==> config.mk <==
export PLATFORM = sky130hd
export DESIGN_NAME = m68k_bgctl
export DESIGN_NICKNAME = d
export VERILOG_FILES = /design/src/rtl/m68k_bgctl_pkg.sv /design/src/rtl/bgctl_sync.sv /design/src/rtl/m68k_bgctl.sv
export SDC_FILE = /design/constraint.sdc
export NUM_CORES = 1
export LEC_CHECK = 0
export BUFFER_PORTS_ARGS = -buffer_cell sky130_fd_sc_hd__clkbuf_2
export CAP_MARGIN = 5
export CORE_AREA = 2 2 39 41
export CTS_CLUSTER_SIZE = 24
export DETAILED_ROUTE_END_ITERATION = 8
export DIE_AREA = 0 0 41 43
export PLACE_DENSITY = 0.62
export SLEW_MARGIN = 20
export SYNTH_ARGS = -nofsm -noshare
export SYNTH_HDL_FRONTEND = slang
export SYNTH_HIERARCHICAL = 1
export SYNTH_SLANG_ARGS = --single-unit
==> constraint.sdc <==
create_clock -name clk -period 3.6 [get_ports clk]
set_input_delay 0.36 -clock clk [delete_from_list [all_inputs] [get_ports clk]]
set_output_delay 0.36 -clock clk [all_outputs]
set_load 0.01 [all_outputs]
==> src/rtl/m68k_bgctl_pkg.sv <==
// m68k_bgctl_pkg: state encoding and per-state output constants for the bus-grant responder
package m68k_bgctl_pkg;
    typedef enum logic [2:0] {
        OWN      = 3'd0,
        WAIT     = 3'd1,
        GRANT    = 3'd2,
        RELEASED = 3'd3,
        RECOVER  = 3'd4
    } state_t;
    localparam logic [2:0] OUT_OWN      = 3'b101;
    localparam logic [2:0] OUT_WAIT     = 3'b111;
    localparam logic [2:0] OUT_GRANT    = 3'b010;
    localparam logic [2:0] OUT_RELEASED = 3'b110;
    localparam logic [2:0] OUT_RECOVER  = 3'b110;
    function automatic logic [2:0] state_out(state_t s);
        return s == OWN ? OUT_OWN : s == WAIT ? OUT_WAIT : s == GRANT ? OUT_GRANT :
               s == RELEASED ? OUT_RELEASED : OUT_RECOVER;
    endfunction
endpackage

==> src/rtl/bgctl_sync.sv <==
// bgctl_sync: STAGES-deep input synchroniser that resets to the inactive (high) level
module bgctl_sync #(
    parameter int STAGES = 2
) (
    input  logic clk,
    input  logic resetl,
    input  logic d,
    output logic q
);
    logic [STAGES-1:0] sh;
    // shift the pin into the chain; oldest sample drives q
    always_ff @(posedge clk or negedge resetl) begin
        if (!resetl) sh <= '1;
        else sh <= STAGES'({sh, d});
    end
    assign q = sh[STAGES-1];
endmodule

==> src/rtl/m68k_bgctl.sv <==
// m68k_bgctl: 68000 BR/BG/BGACK bus-grant responder; define BGCTL_TIMEOUT_EN to abandon unacknowledged grants
module m68k_bgctl
    import m68k_bgctl_pkg::*;
#(
    parameter int SYNC_STAGES = 2,
    parameter int RECOVER_CYC = 1,
    parameter int BG_TIMEOUT  = 15
) (
    input  logic clk,
    input  logic resetl,
    input  logic brl,
    input  logic bgackl,
    input  logic cpu_busy,
`ifdef BGCTL_TIMEOUT_EN
    output logic tmo,
`endif
    output logic bgl,
    output logic cpu_hold,
    output logic cpu_own
);
    localparam logic [2:0] RC = 3'(RECOVER_CYC - 1);
    state_t state, next_state;
    logic br_q, bgack_q, br_s, bgack_s, timeout;
    logic [2:0] rcnt;
    bgctl_sync #(.STAGES(SYNC_STAGES)) u_br_sync (.clk(clk), .resetl(resetl), .d(brl), .q(br_q));
    bgctl_sync #(.STAGES(SYNC_STAGES)) u_bgack_sync (.clk(clk), .resetl(resetl), .d(bgackl), .q(bgack_q));
    assign br_s    = ~br_q;
    assign bgack_s = ~bgack_q;
`ifdef BGCTL_TIMEOUT_EN
    localparam int TW = $clog2(BG_TIMEOUT + 1);
    logic [TW-1:0] tcnt;
    assign timeout = state == GRANT && !bgack_s && br_s && tcnt == TW'(BG_TIMEOUT - 1);
    // age of the current grant; restarts on every entry and whenever the grant is left
    always_ff @(posedge clk or negedge resetl) begin
        if (!resetl) tcnt <= '0;
        else tcnt <= (state == GRANT && next_state == GRANT) ? tcnt + 1'b1 : '0;
    end
    // one-cycle pulse on the edge that abandons the grant
    always_ff @(posedge clk or negedge resetl) begin
        if (!resetl) tmo <= 1'b0;
        else tmo <= timeout;
    end
`else
    assign timeout = 1'b0;
`endif
    // next-state decode; an acknowledge outranks a withdrawn request in GRANT
    always_comb begin
        next_state = state;
        case (state)
            OWN:      next_state = !br_s ? OWN : bgack_s ? RELEASED : cpu_busy ? WAIT : GRANT;
            WAIT:     next_state = !br_s ? OWN : cpu_busy ? WAIT : GRANT;
            GRANT:    next_state = bgack_s ? RELEASED : (!br_s || timeout) ? OWN : GRANT;
            RELEASED: next_state = bgack_s ? RELEASED : RECOVER;
            RECOVER:  next_state = rcnt != 3'd0 ? RECOVER : br_s ? GRANT : OWN;
            default:  next_state = OWN;
        endcase
    end
    // state register
    always_ff @(posedge clk or negedge resetl) begin
        if (!resetl) state <= OWN;
        else state <= next_state;
    end
    // idle countdown after the alternate master lets go
    always_ff @(posedge clk or negedge resetl) begin
        if (!resetl) rcnt <= '0;
        else if (next_state == RECOVER) rcnt <= state == RECOVER ? rcnt - 1'b1 : RC;
    end
    // outputs registered from next_state so they move on the same edge as the state
    always_ff @(posedge clk or negedge resetl) begin
        if (!resetl) {bgl, cpu_hold, cpu_own} <= OUT_OWN;
        else {bgl, cpu_hold, cpu_own} <= state_out(next_state);
    end
endmodule

# Word-level counts from Yosys, hierarchy flattened
# Cells that the tools add are included.
# W data, S select, Z words.
[totals]
inputBits = 5
romBits = 0
output_inout_bits = 3
ramBits = 0
elab_cells = 31
register_bits = 13
latchBits = 0
mem_count = 0
[op_classes]
shift = 0
add_sub_neg = 1
bitwise_logic = 0
div_mod_pow = 0
reduce_logical = 3
n_eq_ne = 7
n_mul = 0
n_mux = 13
magnitude_cmp = 0
[op_table]
columns = ["operator", "n"]
rows = [
  ["$mux W3", 9],
  ["$pmux W3 S5", 1],
  ["$eq A3 B2 Y1 const B", 3],
  ["$eq A3 B1 Y1 const B", 2],
  ["$eq A3 B3 Y1 const B", 2],
  ["$logic_not A3 Y1", 2],
  ["$mux W2", 3],
  ["$reduce_bool A3 Y1", 1],
  ["$sub A3 B1 Y3 const B", 1],
]

# Depth between registers and ports, before layout
# Gate-level depths: netlist of run 1.
[depth]
depth_word = 8
mapped_depth = 6
mapped_depth_nobuf = 6

# By module
# Netlist of run 1, hierarchy kept.
[by_module_without_submodules]
columns = ["module", "area_per_inst_um2", "cells_each", "instances", "seq_area_each_um2"]
rows = [
  ["m68k_bgctl", 421.7, 38, 1, 227.7],
  ["bgctl_sync", 52.6, 2, 2, 52.6],
]

# Worst setup path before layout of run 1
# OpenSTA, ideal clock, no wires.
[synth_path]
kind = "reg2reg"
start = "register state[1]"
end = "register bgl"
t_arrival_ns = 1.587
path_stages_with_launch = 5
period_less_slack_ns = 1.676
slack_ns = 1.924
setup_time_ns = 0.088
required_ns = 3.512
n_path_buf = 0
path_cell_list = "dfrtp_1 > or3b_4 > o32a_1 > o22ai_2 > or3b_1"
[synth_between]
elab_chain_cells = 6
elab_cells_between_ends = 12
classes_between = "eq/ne (6); mux (4); reduce/logical (2)"
[synth_lines]
columns = ["item", "line_no", "rtl"]
rows = [
  ["start, declared", "m68k_bgctl.sv:22", "state_t state, next_state;"],
  ["start signal, assigned", "m68k_bgctl.sv:61", "else state <= next_state;"],
  ["$eq A3 B3 Y1, or another cell as far along", "m68k_bgctl.sv:49", "case (state)"],
  ["$pmux W3 S5 *", "m68k_bgctl.sv:49", ""],
  ["named net next_state[1]", "m68k_bgctl.sv:22", ""],
  ["$eq A3 B2 Y1", "m68k_bgctl_pkg.sv:16", "return s == OWN ? OUT_OWN : s == WAIT ? OUT_WAIT : s == GRANT ? OUT_GRANT :"],
  ["$mux W3 (2 in series)", "m68k_bgctl_pkg.sv:16", ""],
  ["$mux W3 *", "m68k_bgctl_pkg.sv:16", ""],
  ["end signal, assigned", "m68k_bgctl.sv:71", "else {bgl, cpu_hold, cpu_own} <= state_out(next_state);"],
  ["end, declared", "m68k_bgctl.sv:17", "output logic bgl,"],
]
# Mark *: on every way through the listed nets, which the timed path passes. The rest lies on a longest branch.
# A chain may end at the register's enable or synchronous reset.

# Worst setup path in the final report of run 1
[layout_path]
start = "register state[1]"
end = "register rcnt[2]"
[layout_between]
elab_chain_cells = 3
elab_cells_between_ends = 8
classes_between = "eq/ne (5); mux (2); reduce/logical (1)"
[layout_lines]
columns = ["item", "line_no", "rtl"]
rows = [
  ["$eq A3 B3 Y1, or another cell as far along", "m68k_bgctl.sv:49", ""],
  ["$pmux W3 S5 *", "m68k_bgctl.sv:49", ""],
  ["named net next_state[2]", "m68k_bgctl.sv:22", ""],
  ["$eq A3 B3 Y1 *", "m68k_bgctl.sv:66", "else if (next_state == RECOVER) rcnt <= state == RECOVER ? rcnt - 1'b1 : RC;"],
  ["end signal, assigned", "m68k_bgctl.sv:66", ""],
  ["end, declared", "m68k_bgctl.sv:24", "logic [2:0] rcnt;"],
]
# Marks and branches as above.

==> flow_summary.toml, run 1 <==
[final_layout]
final_nets = 62
diodes = 0
drive_gt1_share_pct = 33.3
instances_no_fill = 70
mostFrequentLayoutCells = "7 x dfrtp_1, 7 x clkbuf_2, 6 x dfstp_2"
register_area_sq_um = 333
areaGrowthSynthToFinish_pct = 17.3
fillCellCount = 133
multi_input_area_sq_um = 179

[timing]
worstMarginPinSlew_ns = 0.531
setup_violations = 0
final_max_slew_viol_count = 0
min_period_over_period_pct = 50.0
clock_skew_ns = 0.00456
layout_min_cycle_time_ns = 1.80
fin_tns_setup_ns = 0
rsz0062_at_grt = "no"
slew_headroom_pct = 64.6
hold_viol = 0
clock.fmax_mhz = 556

[global_route]
grt_max_degree = 14
grt_pass1_wl_um = 1280
grt.overflow.total = 0
grt_use_total_pct = 11.5
antenna_found_initial = 0
grt_pass1_vias = 288

[yosys]
synth_seq_cells = 13
yosys.area_share.adder_pct = 4.75
synthMuxAreaShare_pct = 0
synth_area_per_cell_sq_um = 12.5
ys.flop_type = "dfrtp_1"
synth_area_sq_um = 527
synth_simple_gate_area_share_pct = 13.8
yosys_warnings = 6
synthArstFlopShare_pct = 100
syn-num-nets = 49
synth_cells = 42
synth_top_family_by_area = "compound AO/OA/AOI/OAI gates"
synth-edff-count = 0
ys_seq_area_share_pct = 63.2
synth_xor_area_share_pct = 0
synth.distinct_cells = 21
synth_compound_area_share_pct = 15.4

[status]
outcome = "finished, final reports clean"

[clock_network]
clk_path_buf_depth = 2
cts_inserted_buffers = 3
path_clk_slew_ns = 0.08
cts.sinks = 13
h-tree-depth = 1
clockRootBuffer = "clkbuf_4"
cts_tree = "done"
clock_latency_ns = 0.27

[route]
wl_per_cell_um = 11.1
drc = 0
dr.pass1.iters = 1
antenna_left = 0
totalWireLength_um = 775
drt_iter0_drc = 0
viasPerCell = 4.81
vias = 337

[worst_setup_path]
cp-start-kind = "flip-flop"
critPathKind = "reg -> reg"
crit_path_max_fanout = 8
worstPathRequired_ns = 3.76
critPathCaptureType = "flip-flop"
arrival_ns = 1.96

[floorplan]
die_y_um = 43
start_util_pct = 38.1
num_io_pins = 8
rows = 14
dieArea_sq_um = 1760
die_x_um = 41
core_area_sq_um = 1380

[power]
power.leakage_nw = 0.286
pwr_density_cell_nw_per_um2 = 701
vdd_drop_max_mv = 0.303

[job]
maxCapViolations = 0

[place]
hpwlAfterDp_um = 578
gp_congestion = 0.766
place_inst = 65
port_buffers = 7

[worst_hold_path]
min_path_type = "in -> reg"
logic make-up after synthesis:
kind of cell	count (synthesis)
adder cells (fa/ha/maj)	2
flip-flops	13
AO/OA/AOI/OAI	11
AND/OR/NAND/NOR	12
buffers and inverters	4
per-layer routing:
metal	share of wire (%)	GRT usage [%]
met1	49	14.3
met2	45	15.3
met3	5.7	7.85
met4	0	4.00
met5	0	0
cell type report:
| type | instances | area share (%) |
|---|---|---|
| Clock buffer | 4 | 4.25 |
| Timing Repair Buffer | 8 | 7.29 |
| Multi-Input combinational cell | 25 | 28.9 |
| Tap cell | 16 | 3.24 |
| Inverter | 4 | 2.43 |
| Sequential cell | 13 | 53.8 |
state kept, by name, indices dropped and copies added (netlist names):
name             count
rcnt                 3
state                3
u_bgack_sync/sh      2
u_br_sync/sh         2
bgl                  1
cpu_hold             1
cpu_own              1
through the flow:
stage	setup slack, ns	hold WS (ns)	utilization, %	area [sq um]	total power, mW
floorplan	1.92	0.0644	-	527	0.309
global placement	1.81	0.267	42.0	582	0.349
detailed placement	1.81	0.263	42.0	582	0.350
CTS	1.81	0.151	44.7	618	0.441
global route	1.68	0.144	44.7	618	0.471
finish	1.80	0.166	44.7	618	0.433
cells in the mapped netlist (2+ instances only):
library cell / count / share of area (%)
nand2_1: 2 / 1.4
ha_1: 2 / 4.7
dfrtp_1: 7 / 33
dfstp_2: 6 / 30
or3_1: 2 / 2.4
inv_1: 4 / 2.8
nor2_1: 3 / 2.1
o21ai_0: 3 / 2.8
where the power goes:
| group | leakage [nW] | internal, mW | total (mW) | switching, mW |
|---|---|---|---|---|
| clock network | 0.0150 | 0.0429 | 0.0872 | 0.0443 |
| logic | 0.117 | 0.0614 | 0.129 | 0.0673 |
| registers | 0.153 | 0.193 | 0.217 | 0.0248 |
| total | 0.286 | 0.297 | 0.433 | 0.136 |
timing repair:
item                                   4_1_cts  5_1_grt
gates resized for setup                      0        0
setup endpoints to repair                    0        0
endpoints found under the hold margin        7        0
buffers inserted                             0        0
hold buffers                                 1        0
path summary, 6_finish.rpt:
path                                 start                 end  slack (ns)  cells after the start
max                               state[1]             rcnt[2]        1.80                      4
min                                 bgackl  u_bgack_sync/sh[0]        0.17                      1
max reg2reg                       state[1]             rcnt[2]        1.80                      4
min reg2reg                u_br_sync/sh[0]     u_br_sync/sh[1]        0.35                      0
max in group asynchronous           resetl     u_br_sync/sh[0]        2.82                      2
min in group asynchronous           resetl            cpu_hold        0.50                      2
worst max-delay path, stage by stage (launching register included):
cell	delay [ns]
dfrtp_1	0.42
or3b_4	0.44
o22ai_1	0.46
o21ai_0	0.17
a21o_1	0.20
(Power assumes the default switching activity.)
==> inputs of run 2 (changes only) <==
--- a/config.mk
+++ b/config.mk
@@ -5,13 +5,14 @@
 export SDC_FILE = /design/constraint.sdc
 export NUM_CORES = 1
 export LEC_CHECK = 0
+export ABC_AREA = 1
 export BUFFER_PORTS_ARGS = -buffer_cell sky130_fd_sc_hd__clkbuf_2
 export CAP_MARGIN = 5
-export CORE_AREA = 2 2 39 41
+export CORE_MARGIN = 1.5
+export CORE_UTILIZATION = 43
 export CTS_CLUSTER_SIZE = 24
 export DETAILED_ROUTE_END_ITERATION = 8
-export DIE_AREA = 0 0 41 43
-export PLACE_DENSITY = 0.62
+export PLACE_DENSITY = 0.68
 export SLEW_MARGIN = 20
 export SYNTH_ARGS = -nofsm -noshare
 export SYNTH_HDL_FRONTEND = slang
==> constraint.sdc (replaced) <==
create_clock -name clk -period 1.6 [get_ports clk]
set_input_delay 0.16 -clock clk [delete_from_list [all_inputs] [get_ports clk]]
set_output_delay 0.16 -clock clk [all_outputs]
set_load 0.01 [all_outputs]
==> run 2 against run 1 <==
Compared with the run above:
- sequential share of layout area shrank 6.3 points
- area after synthesis grew 12%
- largest power group unchanged
- cell count grew 26%
- clock power grew 130%
- final area grew 13%
- count of clock-buffer cells in the layout is the same
- highest routed layer unchanged
- largest cell class unchanged
- first-iteration DRC count grew 4
- wire length grew 24%
- clock skew shrank 0.00092 ns
==> flow_summary.toml, run 2 <==
[timing]
final_max_slew_viol_count = 0
holdWs_ns = 0.240
fin_tns_setup_ns = 0
clock_skew_ns = 0.00363
clock.fmax_mhz = 842
rsz0062_at_grt = "no"
min_period_over_period_pct = 74.3
worstMarginPinSlew_ns = 0.309
slew_headroom_pct = 79.4
setup_violations = 0
layout_min_cycle_time_ns = 1.19
hold_viol = 0

[clock_network]
cts_inserted_buffers = 3
clock_latency_ns = 0.27
path_clk_slew_ns = 0.08
clockRootBuffer = "clkbuf_4"
clk_path_buf_depth = 2
cts.sinks = 13
cts.repair.resized = 0
cts_tree = "done"
h-tree-depth = 1

[floorplan]
start_util_pct = 45.9
rows = 13
die_x_um = 40.0
die_y_um = 40.0
core_area_sq_um = 1280
num_io_pins = 8
dieArea_sq_um = 1600

[place]
place_inst = 81
dpl-instance-area_sq_um = 643
hpwlAfterDp_um = 718
gp_congestion = 0.743
port_buffers = 7

[global_route]
grt_use_total_pct = 15.6
grt_pass1_wl_um = 1560
use_met2_pct = 25.8
top_usage_layer = "met2"
grt.overflow.total = 0
grt_use_met3_pct = 5.00
antenna_found_initial = 0
grt_max_degree = 14
grt_pass1_vias = 381
grt_use_met1_pct = 17.9

[power]
p_sw_share_pct = 36.8
p_comb_share_pct = 35.0
vdd_drop_max_mv = 0.749
clkPwrFrac_pct = 19.2
pwr_density_cell_nw_per_um2 = 1520
power_switching_uw = 391
power.leakage_nw = 0.349
p_int_uw = 672
seq_power_share_pct = 45.8

[yosys]
synthArstFlopShare_pct = 100
ys_top_cells_by_count = "12 x nand2_1, 7 x dfrtp_1, 6 x dfstp_2, 6 x inv_1, 6 x nor2_1"
syn-num-nets = 66
yosys_warnings = 6
ys_top_cells_by_area = "dfrtp_1 30%, dfstp_2 27%, nand2_1 7.6%, nand3_2 5.1%, ha_1 4.2%"
synth_area_per_cell_sq_um = 9.99
ys.flop_type = "dfrtp_1"
synth_area_sq_um = 589
synth_top_area_share_pct = 29.7
ys_seq_area_share_pct = 56.5
synth_cells = 59
synth_top_cell_by_area = "dfrtp_1"
synth-edff-count = 0
synth_seq_cells = 13
synth.most_common_cell = "nand2_1"
synth.distinct_cells = 17

[worst_setup_path]
path_depth = 7
critPathCaptureType = "flip-flop"
cp_cell_sequence = "inv_1 -> ha_1 -> nand2_1 -> nand3_2 -> nand2_4 -> nor2_2 -> nand2_1"
crit_slowest_cell = "dfrtp_1"
crit_path_max_fanout = 8
arrival_ns = 1.36
path_delay_family = "simple AND/OR/NAND/NOR gates"
critPathKind = "reg -> reg"
path_buf_inv = 1
r2r_cells = 7
cp_common_cell = "nand2_1"
cp-start-kind = "flip-flop"
max_stage_delay_ns = 0.38
worstPathRequired_ns = 1.77

[final_layout]
areaGrowthSynthToFinish_pct = 18.7
final_common_cell = "nand2_1"
instances_no_fill = 88
fin_util_pct = 54.4
diodes = 0
fin_area_sq_um = 699
largestRegisters = "rcnt (3), state (3)"
mostFrequentLayoutCells = "12 x nand2_1, 7 x dfrtp_1, 7 x clkbuf_2"
fillCellCount = 115
final_nets = 81
drive_gt1_share_pct = 39.7

[worst_hold_path]
min_path_type = "in -> reg"
whs_path_depth = 4

[route]
dr.pass1.iters = 4
wl_per_cell_um = 10.9
drc = 0
totalWireLength_um = 963
antenna_left = 0
drt_iter0_drc = 4
vias = 393
viasPerCell = 4.47

[status]
outcome = "finished, final reports clean"

[job]
maxCapViolations = 0
run 2: routing by layer:
metal	vias to the layer above	part of all wire [%]
met5	-	0
met4	0	0
met3	0	3.1
met2	5	49
met1	179	48
li1	209	-
run 2: timing repair:
| item | 4_1_cts | 5_1_grt |
|---|---|---|
| hold endpoints to repair | 9 | 0 |
| buffers inserted | 0 | 0 |
| hold buffers | 3 | 0 |
run 2: kinds of logic (layout without fill, tap and decap cells):
| kind of cell | Yosys count | in the layout | share of synthesized area [%] |
|---|---|---|---|
| AOI/OAI and AO/OA | 5 | 5 | 5.31 |
| xor gates and xnor gates | 1 | 1 | 1.49 |
| adders and majority gates | 2 | 2 | 4.25 |
| buffers and inverters | 8 | 22 | 5.10 |
| DFF | 13 | 13 | 56.5 |
| and+or+nand+nor | 30 | 30 | 27.4 |
run 2: worst register-to-register path: stages (launching register included):
cell and delay [ns]:
dfrtp_1 0.38, inv_1 0.09, ha_1 0.15, nand2_1 0.08, nand3_2 0.11, nand2_4 0.09
nor2_2 0.13, nand2_1 0.06
run 2: power by group through the flow:
stage | logic [mW] | clock network, mW | registers, mW
finish | 0.372 | 0.204 | 0.487
detailed placement | 0.365 | 0 | 0.493
global route | 0.422 | 0.221 | 0.496
global placement | 0.359 | 0 | 0.490
CTS | 0.377 | 0.207 | 0.487
floorplan | 0.255 | 0 | 0.505
run 2: path summary, 6_finish.rpt:
check / from / end / slack [ns]
max: rcnt[0] / cpu_hold / 0.41
min: cpu_busy / state[0] / 0.24
max reg2reg: rcnt[0] / cpu_hold / 0.41
min reg2reg: u_br_sync/sh[0] / u_br_sync/sh[1] / 0.36
max in group asynchronous: resetl / u_br_sync/sh[1] / 1.02
min in group asynchronous: resetl / cpu_hold / 0.30
run 2: through the flow:
stage	power, mW	worst slack, ns
after floorplan	0.761	0.515
after global placement	0.849	0.455
after detailed placement	0.858	0.417
final	1.06	0.412
after global routing	1.14	0.311
after CTS	1.07	0.406
run 2: area by class of cell:
| cell class | instances | area [sq um] | share of cell area (%) |
|---|---|---|---|
| flip-flops and latches | 13 | 333 | 47.6 |
| multi-input cells | 38 | 226 | 32.4 |
| repair buffers | 10 | 65.1 | 9.30 |
| inverters | 8 | 30.0 | 4.29 |
| clock buffers | 4 | 26.3 | 3.76 |
| well taps | 15 | 18.8 | 2.68 |
==> inputs of run 3 (changes only) <==
==> constraint.sdc (replaced) <==
create_clock -name clk -period 1 [get_ports clk]
set_input_delay 0.1 -clock clk [delete_from_list [all_inputs] [get_ports clk]]
set_output_delay 0.1 -clock clk [all_outputs]
set_load 0.01 [all_outputs]
==> run 3 against run 2 <==
Compared with the run above:
- the run now ends with negative setup slack left
- non-clock buffer count grew 4
- wire length grew 2.3%
- cell count grew 4.5%
- die area is the same
- critical path depth shrank 2
- via count grew 6.9%
- final area grew 14%
- core utilization grew 7.9 points
- critical path type unchanged
==> flow_summary.toml, run 3 (synthesis results as in run 2) <==
[final_layout]
final_nets = 85
fillCellCount = 106
final_common_cell = "nand2_1"
diodes = 0
drive_gt1_share_pct = 55.8
areaGrowthSynthToFinish_pct = 35.9
mostFrequentLayoutCells = "10 x nand2_1, 6 x dfstp_2"
register_area_sq_um = 335
fin_area_sq_um = 801
multi_input_area_sq_um = 283
largestRegisters = "rcnt (3), state (3)"

[timing]
layout_min_cycle_time_ns = 1.10
setup_violations = 7
final_max_slew_viol_count = 0
hold_viol = 0
fin_tns_setup_ns = -0.478
slew_headroom_pct = 80.1
min_period_over_period_pct = 110
clock.fmax_mhz = 907
setup_ws_ns = -0.102
rsz0062_at_grt = "yes"
clock_skew_ns = 0.00166
worstMarginPinSlew_ns = 0.298

[global_route]
grt.overflow.total = 0
grt_use_total_pct = 15.4
grt_max_degree = 14
grt_pass1_vias = 373
grt_pass1_wl_um = 1480
antenna_found_initial = 0

[route]
antenna_left = 0
wl_per_cell_um = 10.7
totalWireLength_um = 985
drc = 0
viasPerCell = 4.57
vias = 420
dr.pass1.iters = 2
drt_iter0_drc = 3

[clock_network]
clk_path_buf_depth = 2
h-tree-depth = 1
cts_tree = "done"
clockRootBuffer = "clkbuf_4"
path_clk_slew_ns = 0.07
cts_inserted_buffers = 3
cts.sinks = 13
clock_latency_ns = 0.27

[power]
power.leakage_nw = 0.375
pwr_density_cell_nw_per_um2 = 2440
vdd_drop_max_mv = 1.16

[worst_setup_path]
rr_startpoint = "u_bgack_sync/sh[1]"
cp_cell_sequence = "inv_2 -> o21ai_2 -> inv_1 -> nor2_1 -> nand2_1"
cp-start-kind = "flip-flop"
crit_path_max_fanout = 4
crit_slowest_cell = "dfstp_2"
critPathKind = "reg -> reg"
arrival_ns = 1.26
worstPathRequired_ns = 1.16
max_stage_delay_ns = 0.58
worstSetupStartpoint = "u_bgack_sync/sh[1]"
critPathCaptureType = "flip-flop"

[floorplan]
die_x_um = 40.0
rows = 13
core_area_sq_um = 1280
die_y_um = 40.0
num_io_pins = 8
dieArea_sq_um = 1600
start_util_pct = 45.9

[place]
gp_congestion = 0.679
dp_worst_setup_slack_ns = -0.111
port_buffers = 7
hpwlAfterDp_um = 707
dpl-instance-area_sq_um = 681

[job]
maxCapViolations = 0

[worst_hold_path]
hp-start = "cpu_busy"
min_path_type = "in -> reg"

[status]
outcome = "finished with violations"
violations = "negative setup slack"
[run 3: cell count changes in the layout (fill, tap and decap cells not counted), moves of 2 or more]
cell      change
o21ai_0       -2
inv_2         +3
dfrtp_1       -2
inv_1         -3
buf_6         +2
clkbuf_2      -2
nor2_4        +2
nand2_1       -2
dfrtp_2       +2
o21ai_1       +2
buf_4         +4
[run 3: cell type report]
cell class	count	area share [%]
flip-flops and latches	13	41.9
multi-input cells	38	35.3
clock buffers	4	3.28
well taps	15	2.34
inverters	8	3.75
repair buffers	14	13.4
[run 3: worst paths after layout]
kind,cells after the start,end,slack [ns]
min in group asynchronous,2,rcnt[1],0.24
min reg2reg,0,u_bgack_sync/sh[1],0.36
max,5,cpu_hold,-0.10
max in group asynchronous,2,u_bgack_sync/sh[1],0.48
min,4,state[0],0.20
max reg2reg,5,cpu_hold,-0.10
[run 3: through the flow]
step	power [mW]	hold slack [ns]	utilization (%)	instances
4_1_cts	1.89	0.193	59.2	91
3_3_place_gp	1.44	0.00319	53.0	84
6_report	1.95	0.195	62.3	92
2_1_floorplan	1.25	-0.196	-	59
3_5_place_dp	1.47	0.00312	53.0	84
5_1_grt	2.10	0.190	62.3	92
[run 3: where the power goes]
part	switching, mW	leakage (nW)	total [mW]	internal [mW]
Sequential	0.114	0.151	0.812	0.698
Clock	0.153	0.0150	0.308	0.154
Combinational	0.445	0.209	0.835	0.390
Total	0.712	0.375	1.95	1.24
[run 3: metal layers]
metal	global-route usage (%)	part of all wire (%)	vias to the layer above
li1	-	-	218
met1	17.5	46	197
met2	23.4	52	3
met3	6.67	1.4	2
met4	10.3	0.51	0
met5	0	0	-
[run 3: repair_timing]
item	CTS	global route
hold buffers	3	0
buffers inserted	0	1
endpoints found under the hold margin	15	0
setup endpoints to repair	9	11
resized for setup	6	10
pin swaps	2	6
[run 3: critical path: cells and delay by family, from the launching register on]
kind                   cells  cell delay (ns)
AO/OA/AOI/OAI              1             0.16
buffers and inverters      2             0.11
flip-flops                 1             0.58
AND/OR/NAND/NOR            2             0.15
